==> src/rtl/iir_ctrl_pkg.sv <==
// Shared constants, coefficient addressing and FSM encoding for the IIR filter controller.
package iir_ctrl_pkg;

  localparam int NB_DEF = 12;
  localparam int ADDR_W = 3;
  localparam int CNT_W  = 4;

  localparam logic [ADDR_W-1:0] ADDR_B0 = 3'd0;
  localparam logic [ADDR_W-1:0] ADDR_B1 = 3'd1;
  localparam logic [ADDR_W-1:0] ADDR_B2 = 3'd2;
  localparam logic [ADDR_W-1:0] ADDR_A1 = 3'd3;
  localparam logic [ADDR_W-1:0] ADDR_A2 = 3'd4;

  // Bank packing: f_b carries three feed-forward taps, f_a two feedback taps.
  localparam int N_B    = 3;
  localparam int N_A    = 2;
  localparam int N_COEF = N_B + N_A;

  typedef enum logic [2:0] {
    INIT,
    RUN,
    DRAIN,
    LOAD,
    FLUSH
  } state_t;

endpackage

==> src/rtl/iir_ctrl_if.sv <==
// Sample, configuration and filter-side signals of the IIR controller.
interface iir_ctrl_if #(
  parameter int NB = 12
);
  logic                 cfg_we;
  logic [2:0]           cfg_addr;
  logic signed [NB-1:0] cfg_data;
  logic                 cfg_commit;
  logic                 cfg_flush;
  logic                 cfg_busy;
  logic                 s_valid;
  logic signed [NB-1:0] s_data;
  logic                 s_ready;
  logic                 f_vIn;
  logic signed [NB-1:0] f_dIn;
  logic [3*NB-1:0]      f_b;
  logic [2*NB-1:0]      f_a;
  logic                 f_rst_n;
  logic                 f_vOut;
  logic                 err;

  modport master (
    output cfg_we, cfg_addr, cfg_data, cfg_commit, cfg_flush, s_valid, s_data, f_vOut,
    input  cfg_busy, s_ready, f_vIn, f_dIn, f_b, f_a, f_rst_n, err
  );

  modport slave (
    input  cfg_we, cfg_addr, cfg_data, cfg_commit, cfg_flush, s_valid, s_data, f_vOut,
    output cfg_busy, s_ready, f_vIn, f_dIn, f_b, f_a, f_rst_n, err
  );
endinterface

==> src/rtl/iir_coeff_bank.sv <==
// Shadow/active coefficient registers; the active bank only moves on the load strobe.
module iir_coeff_bank
  import iir_ctrl_pkg::*;
#(
  parameter int NB = NB_DEF
) (
  input  logic                 clk,
  input  logic                 rst,
  input  logic                 we,
  input  logic [ADDR_W-1:0]    addr,
  input  logic signed [NB-1:0] wdata,
  input  logic                 load,
  output logic [N_B*NB-1:0]    f_b,
  output logic [N_A*NB-1:0]    f_a
);

  logic signed [NB-1:0] shadow [N_COEF];
  logic signed [NB-1:0] active [N_COEF];

  always_ff @(posedge clk or posedge rst) begin
    if (rst) begin
      for (int i = 0; i < N_COEF; i++) begin
        shadow[i] <= '0;
        active[i] <= '0;
      end
    end else begin
      // Addresses above a2 are silently dropped.
      if (we && (addr <= ADDR_A2))
        shadow[addr] <= wdata;
      if (load)
        for (int i = 0; i < N_COEF; i++)
          active[i] <= shadow[i];
    end
  end

  assign f_b = {active[ADDR_B2], active[ADDR_B1], active[ADDR_B0]};
  assign f_a = {active[ADDR_A2], active[ADDR_A1]};

endmodule

==> src/rtl/iir_ctrl.sv <==
// Sample forwarder and coefficient-swap sequencer sitting in front of the IIR datapath.
module iir_ctrl
  import iir_ctrl_pkg::*;
#(
  parameter int NB           = NB_DEF,
  parameter int MAX_INFLIGHT = 4,
  parameter int FLUSH_CYCLES = 2
) (
  input  logic      clk,
  input  logic      rst,
  iir_ctrl_if.slave bus
);

  localparam logic [CNT_W-1:0] MAX_C   = CNT_W'(MAX_INFLIGHT);
  localparam logic [CNT_W-1:0] FLUSH_C = CNT_W'(FLUSH_CYCLES);

  state_t               state, state_nxt;
  logic [CNT_W-1:0]     inflight;
  logic [CNT_W-1:0]     flush_cnt;
  logic                 flush_lat;
  logic                 err_q;
  logic                 vld_p1;
  logic signed [NB-1:0] dat_p1;

  logic s_ready_c, busy_c, f_rst_n_c;
  logic accept, vout_dec, cfg_wr, bank_load;

  always_ff @(posedge clk or posedge rst) begin
    if (rst) state <= INIT;
    else     state <= state_nxt;
  end

  always_comb begin
    state_nxt = state;
    unique case (state)
      INIT:    state_nxt = RUN;
      RUN:     if (bus.cfg_commit) state_nxt = DRAIN;
      DRAIN:   if ((inflight == '0) && !vld_p1) state_nxt = LOAD;
      LOAD:    state_nxt = flush_lat ? FLUSH : RUN;
      FLUSH:   if (flush_cnt == '0) state_nxt = RUN;
      default: state_nxt = INIT;
    endcase
  end

  always_comb begin
    s_ready_c = 1'b0;
    busy_c    = 1'b0;
    f_rst_n_c = 1'b1;
    unique case (state)
      INIT:        f_rst_n_c = 1'b0;
      RUN:         s_ready_c = (inflight < MAX_C);
      DRAIN, LOAD: busy_c    = 1'b1;
      FLUSH: begin
        busy_c    = 1'b1;
        f_rst_n_c = 1'b0;
      end
      default: f_rst_n_c = 1'b0;
    endcase
  end

  assign accept    = bus.s_valid && s_ready_c;
  // A return pulse with nothing outstanding is flagged, never allowed to underflow.
  assign vout_dec  = bus.f_vOut && (inflight != '0);
  assign cfg_wr    = bus.cfg_we && !busy_c;
  assign bank_load = (state == LOAD);

  always_ff @(posedge clk or posedge rst) begin
    if (rst) begin
      inflight  <= '0;
      err_q     <= 1'b0;
      flush_lat <= 1'b0;
      flush_cnt <= '0;
    end else begin
      inflight <= inflight + CNT_W'(accept) - CNT_W'(vout_dec);
      if (bus.f_vOut && (inflight == '0))
        err_q <= 1'b1;
      if ((state == RUN) && bus.cfg_commit)
        flush_lat <= bus.cfg_flush;
      if (state == LOAD)
        flush_cnt <= FLUSH_C - 1'b1;
      else if ((state == FLUSH) && (flush_cnt != '0))
        flush_cnt <= flush_cnt - 1'b1;
    end
  end

  // Stage p1: accepted sample registered towards the filter.
  always_ff @(posedge clk or posedge rst) begin
    if (rst) begin
      vld_p1 <= 1'b0;
      dat_p1 <= '0;
    end else begin
      vld_p1 <= accept;
      if (accept)
        dat_p1 <= bus.s_data;
    end
  end

  iir_coeff_bank #(
    .NB(NB)
  ) u_bank (
    .clk  (clk),
    .rst  (rst),
    .we   (cfg_wr),
    .addr (bus.cfg_addr),
    .wdata(bus.cfg_data),
    .load (bank_load),
    .f_b  (bus.f_b),
    .f_a  (bus.f_a)
  );

  assign bus.s_ready  = s_ready_c;
  assign bus.cfg_busy = busy_c;
  assign bus.f_rst_n  = f_rst_n_c;
  assign bus.f_vIn    = vld_p1;
  assign bus.f_dIn    = dat_p1;
  assign bus.err      = err_q;

endmodule

==> src/flat_wrapper.sv <==
// flat-port wrapper written by rule: the top's interface ports become plain ports
module iir_ctrl_flat import iir_ctrl_pkg::*;
#(
  parameter int NB           = NB_DEF,
  parameter int MAX_INFLIGHT = 4,
  parameter int FLUSH_CYCLES = 2
)
  (clk, rst, bus_cfg_we, bus_cfg_addr, bus_cfg_data, bus_cfg_commit, bus_cfg_flush, bus_s_valid, bus_s_data, bus_f_vOut, bus_cfg_busy, bus_s_ready, bus_f_vIn, bus_f_dIn, bus_f_b, bus_f_a, bus_f_rst_n, bus_err);
  iir_ctrl_if #(.NB(NB)) bus_i ();
  input  logic clk;
  input  logic rst;
  input wire logic [$bits(bus_i.cfg_we)-1:0] bus_cfg_we;
  input wire logic [$bits(bus_i.cfg_addr)-1:0] bus_cfg_addr;
  input wire logic [$bits(bus_i.cfg_data)-1:0] bus_cfg_data;
  input wire logic [$bits(bus_i.cfg_commit)-1:0] bus_cfg_commit;
  input wire logic [$bits(bus_i.cfg_flush)-1:0] bus_cfg_flush;
  input wire logic [$bits(bus_i.s_valid)-1:0] bus_s_valid;
  input wire logic [$bits(bus_i.s_data)-1:0] bus_s_data;
  input wire logic [$bits(bus_i.f_vOut)-1:0] bus_f_vOut;
  output wire logic [$bits(bus_i.cfg_busy)-1:0] bus_cfg_busy;
  output wire logic [$bits(bus_i.s_ready)-1:0] bus_s_ready;
  output wire logic [$bits(bus_i.f_vIn)-1:0] bus_f_vIn;
  output wire logic [$bits(bus_i.f_dIn)-1:0] bus_f_dIn;
  output wire logic [$bits(bus_i.f_b)-1:0] bus_f_b;
  output wire logic [$bits(bus_i.f_a)-1:0] bus_f_a;
  output wire logic [$bits(bus_i.f_rst_n)-1:0] bus_f_rst_n;
  output wire logic [$bits(bus_i.err)-1:0] bus_err;
  assign bus_i.cfg_we = bus_cfg_we;
  assign bus_i.cfg_addr = bus_cfg_addr;
  assign bus_i.cfg_data = bus_cfg_data;
  assign bus_i.cfg_commit = bus_cfg_commit;
  assign bus_i.cfg_flush = bus_cfg_flush;
  assign bus_i.s_valid = bus_s_valid;
  assign bus_i.s_data = bus_s_data;
  assign bus_i.f_vOut = bus_f_vOut;
  assign bus_cfg_busy = bus_i.cfg_busy;
  assign bus_s_ready = bus_i.s_ready;
  assign bus_f_vIn = bus_i.f_vIn;
  assign bus_f_dIn = bus_i.f_dIn;
  assign bus_f_b = bus_i.f_b;
  assign bus_f_a = bus_i.f_a;
  assign bus_f_rst_n = bus_i.f_rst_n;
  assign bus_err = bus_i.err;
  iir_ctrl #(.NB(NB), .MAX_INFLIGHT(MAX_INFLIGHT), .FLUSH_CYCLES(FLUSH_CYCLES)) u_core (.clk(clk), .rst(rst), .bus(bus_i));
endmodule
==> config.mk <==
export PLATFORM = sky130hd
export DESIGN_NAME = iir_ctrl_flat
export DESIGN_NICKNAME = d
export VERILOG_FILES = /design/src/rtl/iir_ctrl_pkg.sv /design/src/rtl/iir_ctrl_if.sv /design/src/rtl/iir_coeff_bank.sv /design/src/rtl/iir_ctrl.sv /design/src/flat_wrapper.sv
export SDC_FILE = /design/constraint.sdc
export NUM_CORES = 1
export LEC_CHECK = 0
export CORE_MARGIN = 2
export CORE_UTILIZATION = 47
export CTS_CLUSTER_DIAMETER = 80
export DETAILED_ROUTE_END_ITERATION = 10
export PLACE_DENSITY = 0.76
export SLEW_MARGIN = 20
export SYNTH_ARGS = -nofsm -noshare
export SYNTH_HDL_FRONTEND = slang
export SYNTH_SLANG_ARGS = --single-unit
export TNS_END_PERCENT = 30
==> constraint.sdc <==
create_clock -name clk -period 4.1 [get_ports clk]
set_input_delay 0.41 -clock clk [delete_from_list [all_inputs] [get_ports clk]]
set_output_delay 0.41 -clock clk [all_outputs]
set_load 0.02 [all_outputs]
==> reports/results.tsv, run 1 <==
stage	metric	value	unit
finish	share of the core filled with cells in the final layout	62.1	%
clocking	sinks on the clock net	146	
detailed_routing	antenna viol nets, final	0	
detailed_routing	Iteration-0 DRC Markers	186	
setup_path	critical path, cell by cell	or3b_1 > nand2_1 > clkdlybuf4s50_1	
synthesis	cell type with the highest aggregate area in the netlist	dfrtp_1	
timing	pin slew with the least headroom to its limit	0.847	ns
detailed_routing	via count	3376	
setup_path	maximum fanout count along the critical path	10	
grt	met3 Track Usage GR	7.75	%
grt	most utilized layer in the global route result	met2	
setup_path	kind of critical path	reg2out	
setup_path	Data arrival, critical path	2.30	ns
synthesis	Synth top area share	60.1	%
grt	number of global-route vias before repair	3703	
finish	ant diodes	0	
detailed_routing	DRC violation count after routing	0	
finish	Synth-to-Final Area Change	28.9	%
clocking	CTS clk-pin slew, worst paths	0.06	ns
synthesis	Synth Warn #	0	
timing	count of pins over their slew limit	0	
setup_path	CP max stage cell	or3b_1	
power_and_ir_drop	ratio of total power to cell area	860	mW/mm2
setup_path	stages on the worst setup path	3	
floorplan	Boundary Pins	111	
worst_hold_path	worst hold path class	reg2reg	
detailed_routing	routed wire length	11.7	mm
timing	min Tclk post-route	2.71	ns
timing	Final Hold Vio Count	0	
finish	share of final-layout standard cells stronger than drive strength 1	34.3	%
run_status	run status	completed	
floorplan	Die Area	0.0139	mm2
timing	f_max	0.369	GHz
synthesis	average footprint of a synthesized cell	16.5	um2
grt	met1 capacity usage during global routing	21.7	%
floorplan	width of the chip	118	um
grt	grt met2 use	28.9	%
setup_path	type of origin of the critical path	register	
timing	final number of setup-violating endpoints	0	
finish	Final nets	525	
floorplan	core area	0.0126	mm2
clocking	Max H-tree Level	4	
clocking	clock tree from TritonCTS	built	
power_and_ir_drop	leakage power	3.58	nW
timing	period utilization	66.2	%
setup_path	endpoint type of the worst setup path	output port	
setup_path	required time of the critical path	3.69	ns
clocking	post-CTS setup buffer count	0	
synthesis	sequential-to-total area share from yosys stat	60.1	%
worst_hold_path	hold depth	1	
setup_path	delay of the slowest critical-path stage	0.64	ns
synthesis	complex-gate fraction of the synthesized area	1.38	%
clocking	Skew-Pair Late Insertion Delay	0.42	ns
power_and_ir_drop	VDD IR-drop max	0.419	mV
clocking	number of clock buffers inserted by TritonCTS	17	
clocking	root cell of the clock tree	clkbuf_16	
place	hpwl dp	7.74	mm
clocking	number of buffers inserted for hold repair after clock tree synthesis	0	
synthesis	synth top area cells	dfrtp_1 (60%), mux2_2 (14%), mux2_4 (12%)	
setup_path	critical path buffer and inverter count	1	
synthesis	simple-gate portion of the synthesized area	5.02	%
timing	relative slew slack	43.5	%
place	Placer Congestion	0.715	
detailed_routing	per-cell routed wire length	17.5	um
setup_path	kind of cell adding the most delay to the critical path	simple AND/OR/NAND/NOR gates	
floorplan	# rows	41	
place	Buffers on Ports	110	
grt	maximum number of pins on one net before global-route repair	147	
clocking	cts repair resizes	0	
grt	antenna violations before repair	0	
synthesis	fraction of the mapped netlist area in adder cells	1.77	%
grt	residual overflow from global routing	0	
grt	total track usage	18.0	%
floorplan	initial standard-cell utilization of the core	48.2	%
timing	skew final	0.00564	ns
detailed_routing	length of the first detailed-routing pass in iterations	4	
synthesis	register bit count reported by yosys	146	
synthesis	combined area of all synthesized cells	0.00608	mm2
timing	setup repair after global routing missed its margin	no	
timing	setup TNS after final layout	0	ns
detailed_routing	routed vias/inst	5.05	
synthesis	XOR/XNOR Fraction of Synth Area	0.288	%
timing	worst hold-check slack	0.459	ns
clocking	Max Buffers Root-to-Sink	2	
run	MaxCap Viol Count	0	
grt	wire length of the first global-routing pass	19.2	mm
synthesis	largest family of logic cells by synthesized area	multiplexers	
floorplan	Vert. Die Dim	118	um
synthesis	Post-Synthesis Net Count	410	
synthesis	mux share of post-synthesis cell area	27.9	%
power_and_ir_drop	Pwr Total	0.00674	W
synthesis	unique cell type count in the Yosys netlist	37	
synthesis	cell count after synthesis	368	
setup_path	path depth of the worst reg2reg path	6	
## through the flow
stage	std cells	cell area (um2)	setup WS, ns
2_1_floorplan	368	6090	1.86
3_3_place_gp	636	7260	1.78
3_5_place_dp	636	7260	1.73
4_1_cts	668	7840	1.35
5_1_grt	668	7840	1.27
6_report	668	7840	1.39
## synthesized netlist by cell type
| cell type | count |
|---|---|
| mux2_2 | 76 |
| mux2i_1 | 2 |
| nor2b_1 | 1 |
| o211a_1 | 1 |
| xnor2_1 | 1 |
| dfrtp_1 | 146 |
| inv_1 | 14 |
| o21ai_0 | 1 |
| xor2_1 | 1 |
| a21oi_1 | 4 |
| ha_1 | 7 |
| nand4_4 | 5 |
| buf_6 | 2 |
| nor3b_1 | 6 |
| a21o_1 | 2 |
| mux2_4 | 50 |
| buf_12 | 5 |
| or2b_4 | 1 |
| nor3b_2 | 1 |
| a31o_2 | 1 |
| nor2_1 | 3 |
| mux2_1 | 6 |
| and2_1 | 1 |
| or3b_2 | 1 |
| o32ai_1 | 1 |
| nand3_1 | 5 |
| nand2b_1 | 2 |
| nor3_1 | 2 |
| fa_1 | 1 |
| or3b_1 | 1 |
| o22ai_1 | 1 |
| a22o_2 | 1 |
| and3_1 | 1 |
| nand2_1 | 3 |
| buf_2 | 9 |
| and3b_1 | 1 |
| nand3b_1 | 2 |
## area by class of cell
type,count,area (um2)
repair buffers,112,1130
clock buffers,21,470
inverters,14,56.3
multi-input cells,192,2210
clock inverters,11,105
flip-flops and latches,146,3650
fillers,996,4780
well taps,172,215
## registers in the layout, indices dropped and copies added, names as in the netlist
signal	cells
u_core.u_bank.shadow	60
u_core.u_bank.f_b	36
u_core.u_bank.f_a	24
u_core.bus.f_dIn	12
u_core.flush_cnt	4
u_core.inflight	4
u_core.state	3
u_core.bus.err	1
u_core.bus.f_vIn	1
u_core.flush_lat	1
## where the power goes
group          internal [W]  switching, W
registers           0.00216      0.000414
logic               0.00155       0.00114
clock network      0.000884      0.000588
## worst reg2reg max path, stage by stage (launching register included)
cell,delay [ns]
dfrtp_1,0.48
nor3b_2,0.33
and3_1,0.58
ha_1,0.27
inv_1,0.06
fa_1,0.37
xnor2_1,0.14
## worst paths after layout
check / from / to / slack (ns)
max: u_core.state[1] / bus_cfg_busy / 1.39
min: u_core.bus.err / u_core.bus.err / 0.46
max reg2reg: u_core.state[1] / u_core.inflight[2] / 1.75
min reg2reg: u_core.bus.err / u_core.bus.err / 0.46
max in group asynchronous: rst / u_core.u_bank.f_b[16] / 2.97
min in group asynchronous: rst / u_core.u_bank.f_b[1] / 0.55
## routing by layer
| layer | vias up | share of wire [%] |
|---|---|---|
| met5 | - | 0 |
| met4 | 0 | 1.2 |
| met3 | 14 | 7.1 |
| met2 | 98 | 49 |
| met1 | 1750 | 43 |
| li1 | 1514 | - |
## cell usage in the layout (no fill, tap or decap), types with 6 or more instances in the layout
cell / Yosys / routed
dfrtp_1: 146 / 146
clkbuf_16: 0 / 17
inv_1: 14 / 13
mux2_1: 6 / 6
ha_1: 7 / 7
nor3b_1: 6 / 6
mux2_2: 76 / 76
mux2_4: 50 / 50
clkdlybuf4s50_1: 0 / 110
## logic make-up after synthesis
logic type	after synthesis
muxes	134
and+or+nand+nor	36
DFF	146
adders and majority gates	8
buffers and inverters	30
xor gates and xnor gates	2
AOI/OAI and AO/OA	12
No activity file was read; power rests on OpenSTA's default activity.
==> inputs of run 2 (changes only) <==
Settings changed: CORE_UTILIZATION 47 to 50, PLACE_DENSITY 0.76 to 0.77.
Clock period 4.1 ns to 2.67 ns, I/O delays scaled along.
==> run 2 against run 1 <==
Global-route usage increased by 1.2 points; clock power increased by 80%; total power increased by 60%; flip-flop and latch count unchanged; register-to-register slack got worse by 1.3 ns; core utilization rose by 4.1 points; first-iteration DRC count shrank 2.7%; sequential power increased by 54%; hold slack got worse by 0.032 ns; critical path type unchanged; highest routed layer unchanged.
==> reports/results.tsv, run 2 (synthesized netlist as in run 1, its figures left out) <==
stage	metric	value	unit	change
run_status	run status	completed		unchanged
clocking	post-CTS setup buffer count	0		unchanged
finish	Top reg by flops	u_core.u_bank.shadow		unchanged
place	placed cell count	612		was 636
setup_path	type of origin of the critical path	register		unchanged
finish	fillers	853		was 996
timing	worst hold-check slack	0.427	ns	was 0.459 ns
power_and_ir_drop	VDD IR-drop max	0.645	mV	was 0.419 mV
clocking	number of clock buffers inserted by TritonCTS	17		unchanged
timing	skew final	0.00502	ns	was 0.00564 ns
power_and_ir_drop	ratio of total power to cell area	1360	mW/mm2	was 860 mW/mm2
timing	setup TNS after final layout	0	ns	unchanged
floorplan	Vert. Die Dim	114	um	was 118 um
detailed_routing	via count	3372		was 3376
clocking	Max H-tree Level	4		unchanged
detailed_routing	antenna viol nets, final	0		unchanged
finish	share of final-layout standard cells stronger than drive strength 1	34.6	%	was 34.3%
detailed_routing	length of the first detailed-routing pass in iterations	4		unchanged
floorplan	Boundary Pins	111		unchanged
finish	Final nets	526		was 525
setup_path	setup slack, reg-to-reg	0.42	ns	was 1.75 ns
finish	share of the core filled with cells in the final layout	66.3	%	was 62.1%
floorplan	initial standard-cell utilization of the core	50.8	%	was 48.2%
finish	filler-free cell count of the finished design	644		was 668
setup_path	endpoint type of the worst setup path	output port		unchanged
setup_path	kind of critical path	reg2out		unchanged
clocking	clock tree from TritonCTS	built		unchanged
clocking	root cell of the clock tree	clkbuf_16		unchanged
detailed_routing	per-cell routed wire length	17.9	um	was 17.5 um
timing	post-layout worst setup margin	0.269	ns	was 1.39 ns
grt	number of global-route vias before repair	3496		was 3703
grt	residual overflow from global routing	0		unchanged
detailed_routing	routed wire length	11.5	mm	was 11.7 mm
timing	min Tclk post-route	2.40	ns	
floorplan	width of the chip	114	um	was 118 um
grt	wire length of the first global-routing pass	18.9	mm	was 19.2 mm
detailed_routing	routed vias/inst	5.24		was 5.05
timing	Final Hold Vio Count	0		unchanged
floorplan	# rows	40		was 41
place	Buffers on Ports	110		unchanged
timing	pin slew with the least headroom to its limit	0.761	ns	was 0.847 ns
detailed_routing	DRC violation count after routing	0		unchanged
detailed_routing	Iteration-0 DRC Markers	181		was 186
finish	Largest register FFs	60		unchanged
worst_hold_path	worst hold path class	in2async		was reg2reg
run	MaxCap Viol Count	0		unchanged
place	Placer Congestion	0.741		was 0.715
finish	area taken by multi-input logic gates	0.00221	mm2	about the same
grt	antenna violations before repair	0		unchanged
clocking	CTS clk-pin slew, worst paths	0.06	ns	about the same
setup_path	maximum fanout count along the critical path	10		unchanged
floorplan	Die Area	0.0131	mm2	was 0.0139 mm2
finish	register area	0.00365	mm2	unchanged
timing	final number of setup-violating endpoints	0		unchanged
clocking	Skew-Pair Late Insertion Delay	0.42	ns	about the same
setup_path	required time of the critical path	2.40	ns	was 3.69 ns
timing	period utilization	89.9	%	
finish	Synth-to-Final Area Change	30.3	%	was 28.9%
timing	count of pins over their slew limit	0		unchanged
timing	relative slew slack	49.3	%	was 43.5%
grt	maximum number of pins on one net before global-route repair	147		unchanged
grt	total track usage	19.1	%	was 18.0%
finish	leading cell types in the layout, fill and taps excluded	dfrtp_1 (146), clkdlybuf4s50_1 (110), mux2_2 (76)		unchanged
timing	setup repair after global routing missed its margin	no		unchanged
clocking	cts repair resizes	0		unchanged
power_and_ir_drop	leakage power	3.65	nW	was 3.58 nW
place	pre-CTS worst setup slack	0.443	ns	was 1.73 ns
clocking	number of buffers inserted for hold repair after clock tree synthesis	0		unchanged
clocking	Max Buffers Root-to-Sink	2		unchanged
place	hpwl dp	7.44	mm	was 7.74 mm
timing	f_max	0.417	GHz	
floorplan	core area	0.0120	mm2	was 0.0126 mm2
setup_path	path depth of the worst reg2reg path	10		was 6
clocking	sinks on the clock net	146		unchanged
finish	ant diodes	0		unchanged
setup_path	Data arrival, critical path	2.13	ns	was 2.30 ns
finish	most common library cell in the layout ignoring fill and taps	dfrtp_1		unchanged
-- run 2: changes by cell type in the layout (fill, tap and decap cells not counted), sizes merged --
cell	previous run	this run
clkinv	5	4
clkinvlp	5	1
inv	14	13
clkbuf	21	23
bufinv	1	5
buf	2	3
-- run 2: worst paths after layout --
kind                                                  to               start
max in group asynchronous       u_core.u_bank.shadow[38]                 rst
worst max register to register        u_core.inflight[2]  u_core.inflight[2]
worst min-delay path                u_core.u_bank.f_b[1]                 rst
worst min register to register            u_core.bus.err      u_core.bus.err
min in group clk                     u_core.bus.f_dIn[7]       bus_s_data[7]
worst max-delay path                        bus_cfg_busy     u_core.state[1]
-- run 2: cell type report --
type                    count  share of cell area (%)
clock buffers              23                    6.28
well taps                 147                    2.32
clock inverters             9                    2.19
multi-input cells         192                    27.9
inverters                  14                   0.710
repair buffers            113                    14.5
flip-flops and latches    146                    46.1
-- run 2: power by group --
part | switching [W] | leakage, nW | total [W] | internal [W]
clock network | 0.000872 | 0.333 | 0.00265 | 0.00178
logic | 0.00175 | 1.55 | 0.00414 | 0.00240
registers | 0.000644 | 1.77 | 0.00397 | 0.00332
total | 0.00326 | 3.65 | 0.0108 | 0.00750
-- run 2: metal layers --
metal  track usage [%]  part of all wire, %  vias up
li1                  -                    -     1534
met1              24.9                   45     1725
met2              29.8                   48       97
met3              6.62                  6.0       16
met4              7.32                  1.6        0
met5                 0                    0        -
-- run 2: worst max-delay path, stage by stage (launching register included) --
cell and delay (ns):
dfrtp_1 0.48, or3b_4 0.52, nand2_1 0.10, clkdlybuf4s50_1 0.61
-- run 2: metrics by stage --
step / cell area (um2) / power [W]
global route: 7930 / 0.0114
floorplan: 6090 / 0.00648
finish: 7930 / 0.0108
CTS: 7920 / 0.0109
detailed placement: 7250 / 0.00816
global placement: 7250 / 0.00800
==> inputs of run 3 (changes only) <==
Settings changed: CORE_UTILIZATION 50 to 52, CTS_CLUSTER_DIAMETER 80 to not set, PLACE_DENSITY 0.77 to 0.79.
==> run 3 against run 2 <==
Hold slack better by 0.0084 ns; via count grew 1.7%; total power fell by 3.6%; critical path type unchanged; critical endpoint unchanged.
==> reports/results.tsv, run 3 (synthesized netlist as in run 1, its figures left out) <==
stage	metric	value	unit	change
clocking	CTS clk-pin slew, worst paths	0.06	ns	about the same
grt	wire length of the first global-routing pass	19.5	mm	was 18.9 mm
detailed_routing	routed wire length	11.6	mm	was 11.5 mm
floorplan	initial standard-cell utilization of the core	53.3	%	was 50.8%
clocking	sinks on the clock net	146		unchanged
power_and_ir_drop	leakage power	3.60	nW	was 3.65 nW
clocking	Max H-tree Level	4		unchanged
floorplan	core area	0.0114	mm2	was 0.0120 mm2
clocking	cts repair resizes	0		unchanged
clocking	root cell of the clock tree	clkbuf_16		unchanged
power_and_ir_drop	ratio of total power to cell area	1330	mW/mm2	was 1360 mW/mm2
run	MaxCap Viol Count	0		unchanged
power_and_ir_drop	VDD IR-drop max	0.699	mV	was 0.645 mV
detailed_routing	Iteration-0 DRC Markers	170		was 181
detailed_routing	via count	3430		was 3372
run_status	run status	completed		unchanged
finish	share of final-layout standard cells stronger than drive strength 1	34.3	%	was 34.6%
detailed_routing	antenna viol nets, final	0		unchanged
detailed_routing	length of the first detailed-routing pass in iterations	4		unchanged
timing	final number of setup-violating endpoints	0		unchanged
place	Placer Congestion	0.721		was 0.741
setup_path	required time of the critical path	2.40	ns	about the same
floorplan	Vert. Die Dim	112	um	was 114 um
finish	leading cell types in the layout, fill and taps excluded	dfrtp_1 (146), clkdlybuf4s50_1 (110), mux2_2 (76)		unchanged
setup_path	Data arrival, critical path	2.11	ns	was 2.13 ns
clocking	number of clock buffers inserted by TritonCTS	17		unchanged
detailed_routing	per-cell routed wire length	18.2	um	was 17.9 um
setup_path	type of origin of the critical path	register		unchanged
clocking	Skew-Pair Late Insertion Delay	0.41	ns	was 0.42 ns
grt	met3 Track Usage GR	6.80	%	was 6.62%
finish	Synth-to-Final Area Change	28.4	%	was 30.3%
timing	period utilization	89.0	%	was 89.9%
floorplan	# rows	39		was 40
grt	residual overflow from global routing	0		unchanged
timing	Final Hold Vio Count	0		unchanged
grt	total track usage	19.9	%	was 19.1%
place	Buffers on Ports	110		unchanged
detailed_routing	routed vias/inst	5.37		was 5.24
place	hpwl dp	7.62	mm	was 7.44 mm
finish	Final nets	526		unchanged
timing	min Tclk post-route	2.38	ns	was 2.40 ns
grt	most utilized layer in the global route result	met2		unchanged
clocking	Max Buffers Root-to-Sink	2		unchanged
floorplan	Die Area	0.0126	mm2	was 0.0131 mm2
setup_path	kind of critical path	reg2out		unchanged
place	cell area reported after detailed placement	0.00725	mm2	about the same
finish	Top reg by flops	u_core.u_bank.shadow		unchanged
grt	number of global-route vias before repair	3697		was 3496
grt	antenna violations before repair	0		unchanged
grt	grt met2 use	31.0	%	was 29.8%
timing	skew final	0.00523	ns	was 0.00502 ns
grt	met1 capacity usage during global routing	26.0	%	was 24.9%
timing	f_max	0.421	GHz	was 0.417 GHz
finish	most common library cell in the layout ignoring fill and taps	dfrtp_1		unchanged
setup_path	maximum fanout count along the critical path	10		unchanged
timing	setup repair after global routing missed its margin	no		unchanged
timing	count of pins over their slew limit	0		unchanged
floorplan	width of the chip	112	um	was 114 um
timing	pin slew with the least headroom to its limit	0.767	ns	was 0.761 ns
floorplan	Boundary Pins	111		unchanged
grt	maximum number of pins on one net before global-route repair	147		unchanged
detailed_routing	DRC violation count after routing	0		unchanged
setup_path	endpoint type of the worst setup path	output port		unchanged
finish	ant diodes	0		unchanged
finish	Final Cell Area	0.00781	mm2	was 0.00793 mm2
worst_hold_path	worst hold path class	in2async		unchanged
clocking	number of buffers inserted for hold repair after clock tree synthesis	0		unchanged
clocking	post-CTS setup buffer count	0		unchanged
timing	setup TNS after final layout	0	ns	unchanged
clocking	clock tree from TritonCTS	built		unchanged
timing	relative slew slack	48.9	%	was 49.3%
finish	Largest register FFs	60		unchanged
## run 3: final timing paths
check                           slack (ns)  cells after the start               start                  endpoint
worst max-delay path                  0.29                      3     u_core.state[1]              bus_cfg_busy
worst min-delay path                  0.44                      3                 rst     u_core.u_bank.f_a[13]
worst max register to register        0.45                     10  u_core.inflight[2]        u_core.inflight[2]
worst min register to register        0.47                      1      u_core.bus.err            u_core.bus.err
max in group asynchronous             1.66                      3                 rst  u_core.u_bank.shadow[36]
min in group clk                      0.45                      2       bus_s_data[5]       u_core.bus.f_dIn[5]
## run 3: layout make-up
class | instances | area [um2]
inverter | 14 | 56.3
timing repair buffer | 113 | 1150
fill | 793 | 3610
sequential | 146 | 3650
multi-input combinational | 192 | 2210
clock buffer | 20 | 447
tap | 143 | 179
clock inverter | 11 | 114
## run 3: layer usage
| metal | up-vias | routed length, um | part of all wire, % |
|---|---|---|---|
| met5 | - | 0 | 0 |
| met3 | 17 | 775 | 6.7 |
| li1 | 1537 | - | - |
| met4 | 0 | 219 | 1.9 |
| met2 | 111 | 5510 | 47 |
| met1 | 1765 | 5140 | 44 |
## run 3: worst max-delay path: stages, from the launching register on
cell and delay (ns):
dfrtp_1 0.48, or3b_4 0.52, nand2_1 0.09, clkdlybuf4s50_1 0.61
## run 3: power breakdown
part	internal [W]	switching [W]	total (W)	leakage, nW
clock network	0.00138	0.000860	0.00224	0.275
logic	0.00240	0.00176	0.00416	1.55
registers	0.00332	0.000648	0.00397	1.77
## run 3: through the flow
step                      hold WS (ns)  util (%)  std cells  power [W]  setup slack [ns]
after floorplan                  0.359         -        368    0.00648             0.570
after global placement           0.459      63.5        608    0.00799             0.567
after detailed placement         0.456      63.5        608    0.00817             0.442
after CTS                        0.436      68.4        639     0.0105            0.0894
after global routing             0.472      68.4        639     0.0110             0.173
final                            0.435      68.4        639     0.0104             0.294
